--- src/rtl/muldiv_unit.sv ---
// Multi-cycle RISC-V M-extension multiply/divide unit. The multiplier is shift-add and the divider is restoring.
// Define MULDIV_FAST_MUL_EN to replace the iterative multiply with a one-cycle combinational product.
module muldiv_unit #(
  parameter int XLEN       = 32,
  parameter int REG_ADDR_W = 5,
  parameter int CNT_W      = $clog2(XLEN) + 1
) (
  input  logic                  clk,
  input  logic                  rst,
  input  logic                  start_i,
  input  logic                  annul_i,
  input  logic [2:0]            op_i,
  input  logic [XLEN-1:0]       reg1_i,
  input  logic [XLEN-1:0]       reg2_i,
  input  logic [REG_ADDR_W-1:0] wd_i,
  input  logic                  wreg_i,
  output logic [XLEN-1:0]       result_o,
  output logic                  ready_o,
  output logic                  busy_o,
  output logic                  stall_req_o,
  output logic [REG_ADDR_W-1:0] wd_o,
  output logic                  wreg_o
);

  typedef enum logic [1:0] {S_IDLE, S_CALC, S_DONE} state_t;

  state_t                r_state;
  logic [2:0]            r_op;
  logic                  r_neg_q;
  logic                  r_neg_r;
  logic [XLEN-1:0]       r_opb;
  logic [2*XLEN-1:0]     r_acc;
  logic [CNT_W-1:0]      r_cnt;
  logic [XLEN-1:0]       r_result;
  logic                  r_ready;
  logic                  r_wreg;
  logic [REG_ADDR_W-1:0] r_wd;

  logic                  w_sgn1, w_sgn2, w_neg1, w_neg2;
  logic [XLEN-1:0]       w_mag1, w_mag2;
  logic                  w_div_zero, w_div_ovf, w_fast;
  logic [2*XLEN-1:0]     w_fast_prod;
  logic [XLEN-1:0]       w_early_result;
  logic [XLEN:0]         w_sum, w_trial;
  logic [2*XLEN-1:0]     w_acc_next;

  // The accumulator holds magnitudes. Signs are restored only once the result is complete.
  function automatic logic [XLEN-1:0] f_finish(input logic [2:0] op, input logic neg_q,
                                               input logic neg_r, input logic [2*XLEN-1:0] acc);
    logic [2*XLEN-1:0] prod;
    logic [XLEN-1:0]   quo, rem, res;
    prod = neg_q ? -acc : acc;
    quo  = neg_q ? -acc[XLEN-1:0] : acc[XLEN-1:0];
    rem  = neg_r ? -acc[2*XLEN-1:XLEN] : acc[2*XLEN-1:XLEN];
    if (!op[2]) res = (op[1:0] == 2'b00) ? prod[XLEN-1:0] : prod[2*XLEN-1:XLEN];
    else        res = op[1] ? rem : quo;
    return res;
  endfunction

  always_comb begin
    w_sgn1     = !(op_i[0] && (op_i[1] || op_i[2]));
    w_sgn2     = w_sgn1 && (op_i != 3'b010);
    w_neg1     = w_sgn1 && reg1_i[XLEN-1];
    w_neg2     = w_sgn2 && reg2_i[XLEN-1];
    w_mag1     = w_neg1 ? -reg1_i : reg1_i;
    w_mag2     = w_neg2 ? -reg2_i : reg2_i;
    w_div_zero = op_i[2] && (reg2_i == '0);
    w_div_ovf  = op_i[2] && w_sgn1 && (reg1_i == {1'b1, {(XLEN-1){1'b0}}}) && (reg2_i == '1);
`ifdef MULDIV_FAST_MUL_EN
    w_fast      = !op_i[2];
    w_fast_prod = {{XLEN{1'b0}}, w_mag1} * {{XLEN{1'b0}}, w_mag2};
`else
    w_fast      = 1'b0;
    w_fast_prod = '0;
`endif
    if (w_div_zero)     w_early_result = op_i[1] ? reg1_i : '1;
    else if (w_div_ovf) w_early_result = op_i[1] ? '0 : reg1_i;
    else                w_early_result = f_finish(op_i, w_neg1 ^ w_neg2, w_neg1, w_fast_prod);
  end

  // One iteration step. The multiply adds into the upper half and shifts right.
  // The divide shifts left and does a trial subtract.
  always_comb begin
    w_sum   = {1'b0, r_acc[2*XLEN-1:XLEN]} + {1'b0, {XLEN{r_acc[0]}} & r_opb};
    w_trial = {r_acc[2*XLEN-1:XLEN], r_acc[XLEN-1]} - {1'b0, r_opb};
    if (!r_op[2])         w_acc_next = {w_sum, r_acc[XLEN-1:1]};
    else if (!w_trial[XLEN]) w_acc_next = {w_trial[XLEN-1:0], r_acc[XLEN-2:0], 1'b1};
    else                  w_acc_next = {r_acc[2*XLEN-2:0], 1'b0};
  end

  always_ff @(posedge clk or negedge rst) begin
    if (!rst) begin
      r_state  <= S_IDLE;
      r_op     <= '0;
      r_neg_q  <= 1'b0;
      r_neg_r  <= 1'b0;
      r_opb    <= '0;
      r_acc    <= '0;
      r_cnt    <= '0;
      r_result <= '0;
      r_ready  <= 1'b0;
      r_wreg   <= 1'b0;
      r_wd     <= '0;
    end else begin
      r_ready <= 1'b0;
      unique case (r_state)
        S_IDLE: begin
          if (start_i && !annul_i) begin
            r_op    <= op_i;
            r_wd    <= wd_i;
            r_wreg  <= wreg_i;
            r_neg_q <= w_neg1 ^ w_neg2;
            r_neg_r <= w_neg1;
            r_opb   <= w_mag2;
            r_acc   <= {{XLEN{1'b0}}, w_mag1};
            r_cnt   <= '0;
            if (w_div_zero || w_div_ovf || w_fast) begin
              r_result <= w_early_result;
              r_ready  <= 1'b1;
              r_state  <= S_DONE;
            end else begin
              r_state  <= S_CALC;
            end
          end
        end
        S_CALC: begin
          if (annul_i) begin
            r_state <= S_IDLE;
          end else begin
            r_acc <= w_acc_next;
            r_cnt <= r_cnt + CNT_W'(1);
            if (r_cnt == CNT_W'(XLEN - 1)) begin
              r_result <= f_finish(r_op, r_neg_q, r_neg_r, w_acc_next);
              r_ready  <= 1'b1;
              r_state  <= S_DONE;
            end
          end
        end
        S_DONE:  r_state <= S_IDLE;
        default: r_state <= S_IDLE;
      endcase
    end
  end

  assign result_o    = r_result;
  assign ready_o     = r_ready && !annul_i;
  assign wreg_o      = r_wreg && ready_o;
  assign wd_o        = r_wd;
  assign busy_o      = (r_state != S_IDLE);
  assign stall_req_o = !annul_i && (((r_state == S_IDLE) && start_i) || (r_state == S_CALC));

endmodule
--- config.mk ---
export PLATFORM = sky130hd
export DESIGN_NAME = muldiv_unit
export DESIGN_NICKNAME = d
export VERILOG_FILES = /design/src/rtl/muldiv_unit.sv
export SDC_FILE = /design/constraint.sdc
export NUM_CORES = 1
export LEC_CHECK = 0
export CORE_MARGIN = 4
export CORE_UTILIZATION = 66
export DETAILED_ROUTE_END_ITERATION = 10
export HOLD_SLACK_MARGIN = 0.08
export PLACE_DENSITY_LB_ADDON = 0.25
export SETUP_SLACK_MARGIN = 0.5
export SLEW_MARGIN = 30
export SYNTH_ARGS = -nofsm -noshare
export SYNTH_HDL_FRONTEND = slang
export SYNTH_SLANG_ARGS = --single-unit
--- constraint.sdc ---
create_clock -name clk -period 16.2 [get_ports clk]
set_input_delay 1.62 -clock clk [delete_from_list [all_inputs] [get_ports clk]]
set_output_delay 1.62 -clock clk [all_outputs]
set_load 0.01 [all_outputs]
==> out/summary.txt, run 1 <==
status = finished, final reports clean
CP Class = flip-flop to flip-flop
vias in the first global route = 18140
Slew @ Worst Pin = 1060 ps
CTS Buffer Depth = 2
Ys Warns = 0
CP arrival = 6870 ps
total wire length = 64200 µm
chip width = 169 µm
power density over cell area = 153 nW/µm²
LEAKAGE = 0.00773 µW
HPWL reported at the end of detailed placement = 47900 µm
Clock Sinks = 148
CP Launch Type = flip-flop
clock-pin slew on the worst setup and hold paths = 80 ps
first-pass GRT wire length = 99300 µm
drt drc = 0
drt initial violations = 3213
Worst Path Required = 16570 ps
share of the yosys chip area belonging to registers = 21.7%
area leader, netlist = dfrtp_1
Syn Nets = 2450
largest net degree at the start of global routing = 97
maximum clock frequency = 154 MHz
Routability Congestion = 1.05
fraction of layout cells with a size suffix above 1 = 6.53%
most frequent cells in the layout = 321 x nand2_1, 209 x o21ai_0, 182 x nor2_1
ys async rst share = 100%
Final Non-Filler Cells = 2660
Routed Antenna Nets = 0
CTS root buf = clkbuf_16
Finished Cell Area = 18900 µm²
# rows = 58
initial antenna violation count = 1
die area = 28500 µm²
vias post-DR = 19082
total global routing track utilization = 43.4%
TritonCTS Buffers = 17
predominant post-synthesis flop cell = dfrtp_1
TritonRoute pass-1 iters = 8
commonest non-fill, non-tap cell in the layout = nand2_1
area delta synth->final = 10.5%
final hold vios = 0
Core Util, Final = 74.5%
fin crit period = 6490 ps
worst min path class = flip-flop to flip-flop
Avg Inst Size Synth = 7.43 µm²
Worst Clk Skew = 20.4 ps
post-CTS setup buffers = 0
Clk Latency, worst-skew pair = 450 ps
max cap viols = 0
IO buf count = 117
worst vdd ir = 0.0989 mV
Core Box Area = 25300 µm²
Initial Utilization = 67.5%
Synth Cell Area = 17100 µm²
crit-path max FO = 8
number of synthesized flops with an enable pin = 0
Slew Viols, Final = 0
Post-DP Area = 18200 µm²
library cells used by synthesis = 111
Setup violations, final = 0
Die Y = 169 µm
number of I/O pins = 118
Synth top area share = 21.7%
CTS Hold Buffers Added = 0
CTS tree = yes
Seq cells post-synth = 148
Worst R2R Path Depth = 23
cells after synthesis = 2301
nets = 2465
grt total ovfl = 0
Placed Cells incl. Taps = 2627
Resized Gates After CTS = 0
unrepaired setup endpoints after global routing = false
CP endpoint kind = flip-flop
crit share post-route = 40.1%
Rel. slew slack = 29.0%
post-DR wirelength/cell = 24.1 µm
Fin Setup TNS = 0 ps
CTS HTree Levels = 4
DR vias/cell = 7.17
Hold Crit Depth = 2
Tot Pwr = 2880 µW
top post-synthesis cells by area = dfrtp_1 22%, nand2_1 7.1%, o21ai_0 6.1%
registers in the layout, summed over array words and instances (netlist names):
register  count
r_acc        64
r_wreg        1
r_op          3
r_state       2
r_neg_q       1
r_cnt         6
r_neg_r       1
wd_o          5
result_o     32
r_opb        32
r_ready       1
per-stage QoR:
step                      setup slack (ps)  hold slack (ps)
after detailed placement             10040              461
after global routing                  9340              517
after floorplan                      10820              437
final                                 9710              483
after CTS                            10000              482
after global placement               10240              458
path summary, 6_finish.rpt:
check / start / end / slack (ps)
setup / recovery: r_acc[31]$_DFFE_PN0P_ / result_o[26]$_DFFE_PN0P_ / 9710
hold / removal: r_wreg$_DFFE_PN0P_ / r_wreg$_DFFE_PN0P_ / 480
setup reg to reg: r_acc[31]$_DFFE_PN0P_ / result_o[26]$_DFFE_PN0P_ / 9710
hold reg to reg: r_wreg$_DFFE_PN0P_ / r_wreg$_DFFE_PN0P_ / 480
max in group asynchronous: rst / r_op[2]$_DFFE_PN0P_ / 13420
min in group asynchronous: rst / r_acc[60]$_DFFE_PN0P_ / 1260
cell families (layout without fill, tap and decap cells):
group | Yosys count | after routing | share of synthesized area, %
buf+inv | 228 | 256 | 5.72
simple gates | 898 | 898 | 25.9
mux | 80 | 80 | 4.85
compound gates | 696 | 696 | 27.1
flops | 148 | 148 | 21.7
xor+xnor | 179 | 179 | 9.33
other cells | 0 | 1 | 0
fa+ha+maj | 72 | 72 | 5.36
worst max-delay path, stage by stage, from the launching register on:
cell and delay (ps):
dfrtp_1 420, inv_1 100, ha_1 170, inv_1 60
fa_1 440, a211oi_2 320, o211ai_1 140, a21oi_2 430
a211oi_2 210, o21ai_4 230, xnor2_4 100, nand2_1 220
a21boi_0 300, ha_1 250, nand2_1 90, and3b_1 300
nand4_1 190, nor2_1 540, nand3_1 240, or4b_2 770
nor4_1 420, mux2i_1 240, a21oi_1 80, a21oi_1 160
cell usage after synthesis (10+ instances only):
cell type and count:
o21a_1 18, nand2b_1 21, nor2b_1 12, xnor2_1 110, o31ai_1 27, o211ai_1 27
mux2i_1 58, a21o_1 19, nor3_1 58, and2_1 52, nor4_1 21, inv_1 80
nand4_1 41, o21ai_0 209, a22o_1 16, a221oi_1 12, clkbuf_1 110, o2111ai_1 11
a211oi_1 25, nand3_1 65, nor2_1 184, a31oi_1 26, and3_1 22, xor2_1 67
nand2_1 321, ha_1 70, a21oi_1 168, mux2_2 21, buf_1 10, dfrtp_1 148
or4_1 11, or3_1 26
power by group:
group          total (µW)  internal, µW  leakage (µW)  switching (µW)
combinational        1870           660       0.00548            1210
sequential            560           434       0.00193             126
clock                 456           256      0.000318             201
total                2880          1350       0.00773            1530
layer usage:
layer	track usage [%]	part of all wire [%]
met5	0	0
met4	19.1	5.2
met3	14.8	15
met1	57.7	38
met2	64.2	42
final cells by class:
cell class / instances / area [µm²]
clock inverter: 14 / 209
antenna: 1 / 2.50
sequential: 148 / 3710
timing repair buffer: 140 / 1350
tap: 330 / 413
multi-input combinational: 1925 / 12400
fill: 1945 / 6450
clock buffer: 18 / 439
inverter: 84 / 315
No activity file was read; power rests on OpenSTA's default activity.
==> inputs of run 2 (changes only) <==
CORE_UTILIZATION = 62   (was 66)
clock period = 6.44 ns   (was 16.2 ns; I/O delays follow)
==> run 2 against run 1 <==
Utilization decreased by 3.9 points. Fmax is 14% higher. Combinational power increased to 2.6 times the previous value. First-iteration DRC count is 9.2% lower. Global-route usage is 2.7 points lower. Flip-flop and latch count stayed put. Sequential share of layout area shrank 0.21 points. Clock power up 140%. Design area rose by 1.1%. Count of clock-buffer cells in the layout stayed put. Via count is 1.2% lower. Setup slack got worse by 9000 ps. Largest cell class unchanged. Largest power group unchanged. Highest routed layer unchanged.
==> out/summary.txt, run 2 (synthesis gave the netlist of run 1 again) <==
IO buf count = 117
number of I/O pins = 118
most frequent cells in the layout = 319 x nand2_1, 208 x o21ai_0, 181 x nor2_1
vias in the first global route = 17254
critical path, cell by cell = inv_1 > ha_1 > inv_1 > fa_1 > a211oi_4 > o211ai_1 > a21oi_4 > a211oi_4 > o21ai_4 > xnor2_4 > nand2_2 > a21boi_1 > ha_1 > nand2_1 > and3b_1 > nand4_1 > nor2_4 > nand3_1 > or4b_2 > a31oi_1 > xnor2_1 > mux2i_1 > a221oi_1
TritonCTS Buffers = 17
Die Y = 174 µm
Initial Utilization = 63.2%
area delta synth->final = 11.7%
# fillers = 2226
nets = 2489
chip width = 174 µm
Final Non-Filler Cells = 2694
status = finished, final reports clean
CTS HTree Levels = 4
Crit path largest cell delay = 750 ps
worst vdd ir = 0.286 mV
Worst Clk Skew = 15.4 ps
# rows = 60
CP endpoint kind = flip-flop
CP Class = flip-flop to flip-flop
CTS root buf = clkbuf_16
CP Launch Type = flip-flop
clock-pin slew on the worst setup and hold paths = 70 ps
R2R Setup Slk = 740 ps
drt initial violations = 2918
final hold vios = 0
Finished Cell Area = 19100 µm²
Core Box Area = 27000 µm²
HPWL reported at the end of detailed placement = 48900 µm
LEAKAGE = 0.00783 µW
Fin Setup TNS = 0 ps
post-DR wirelength/cell = 23.9 µm
worst r2r src = r_acc[31]$_DFFE_PN0P_
Rel. slew slack = 32.3%
power density over cell area = 381 nW/µm²
vias post-DR = 18844
CP arrival = 6050 ps
Worst path slowest cell = or4b_2
Post-DP Area = 18300 µm²
Clk Latency, worst-skew pair = 450 ps
Setup violations, final = 0
commonest non-fill, non-tap cell in the layout = nand2_1
Core Util, Final = 70.6%
CTS Buffer Depth = 2
total wire length = 64300 µm
unrepaired setup endpoints after global routing = false
fin crit period = 5700 ps
total global routing track utilization = 40.7%
Worst Path Required = 6790 ps
Routability Congestion = 1.05
most flop-heavy register = r_acc
grt total ovfl = 0
CTS tree = yes
max reg flops = 64
drt drc = 0
first-pass GRT wire length = 98800 µm
crit-path max FO = 5
maximum clock frequency = 175 MHz
Routed Antenna Nets = 0
fraction of layout cells with a size suffix above 1 = 7.61%
multi-input logic area = 12500 µm²
DR vias/cell = 6.99
Placed Cells incl. Taps = 2653
storage element area = 3710 µm²
Worst R2R Path Depth = 23
largest net degree at the start of global routing = 98
crit share post-route = 88.5%
initial antenna violation count = 1
worst path bufs/invs = 2
die area = 30300 µm²
Slew Viols, Final = 0
Slew @ Worst Pin = 1010 ps
Clock Sinks = 148
worst min path class = input port to asynchronous set/reset pin
FF-to-FF End = result_o[10]$_DFFE_PN0P_
TritonRoute pass-1 iters = 9
cell family with most CP delay = compound AO/OA/AOI/OAI gates
max cap viols = 0
==> run 2: changes by cell type in the layout (fill, tap and decap cells not counted), sizes merged <==
cell / delta
buf: +23
clkbuf: +1
clkinvlp: +2
inv: -3
==> run 2: cell type report <==
| type | count | area share (%) |
|---|---|---|
| antenna | 1 | 0.0131 |
| clock buffer | 18 | 2.25 |
| clock inverter | 13 | 0.911 |
| inverter | 84 | 1.65 |
| multi-input combinational | 1925 | 65.5 |
| sequential | 148 | 19.4 |
| tap | 341 | 2.24 |
| timing repair buffer | 164 | 8.04 |
==> run 2: layer usage <==
metal  wire length, µm  track usage (%)  vias up
met5                 0                0        -
met4              2440             12.9        0
met3              8490             10.7      190
met2             27300             60.9     1337
met1             26000             57.6     8871
li1                  -                -     8446
==> run 2: how the worst max path moves through the flow <==
stage                                     start                  endpoint  slack [ps]  cells past startpoint
final                     r_acc[31]$_DFFE_PN0P_  result_o[10]$_DFFE_PN0P_         740                     23
after global routing      r_acc[31]$_DFFE_PN0P_  result_o[28]$_DFFE_PN0P_         500                     22
after CTS                 r_acc[31]$_DFFE_PN0P_  result_o[26]$_DFFE_PN0P_         530                     23
after detailed placement  r_acc[31]$_DFFE_PN0P_  result_o[28]$_DFFE_PN0P_         370                     21
after global placement    r_acc[31]$_DFFE_PN0P_  result_o[28]$_DFFE_PN0P_         550                     21
after floorplan           r_acc[31]$_DFFE_PN0P_  result_o[26]$_DFFE_PN0P_        1060                     25
==> run 2: stage by stage <==
stage | hold WS [ps] | power, µW | setup slack [ps]
floorplan | 348 | 4700 | 1060
global placement | 455 | 5850 | 548
detailed placement | 467 | 5920 | 371
CTS | 381 | 7020 | 535
global route | 384 | 7670 | 502
finish | 315 | 7270 | 741
==> run 2: where the power goes <==
group	total [µW]	switching [µW]	leakage, µW	internal (µW)
logic	4790	3040	0.00560	1760
registers	1400	309	0.00193	1090
clock network	1080	460	0.000290	616
==> run 2: repair_timing <==
item | CTS | global route
setup endpoints to repair | 7 | 13
gates resized for setup | 3 | 11
hold buffers | 0 | 0
pin swaps | 0 | 5
setup buffers | 0 | 9
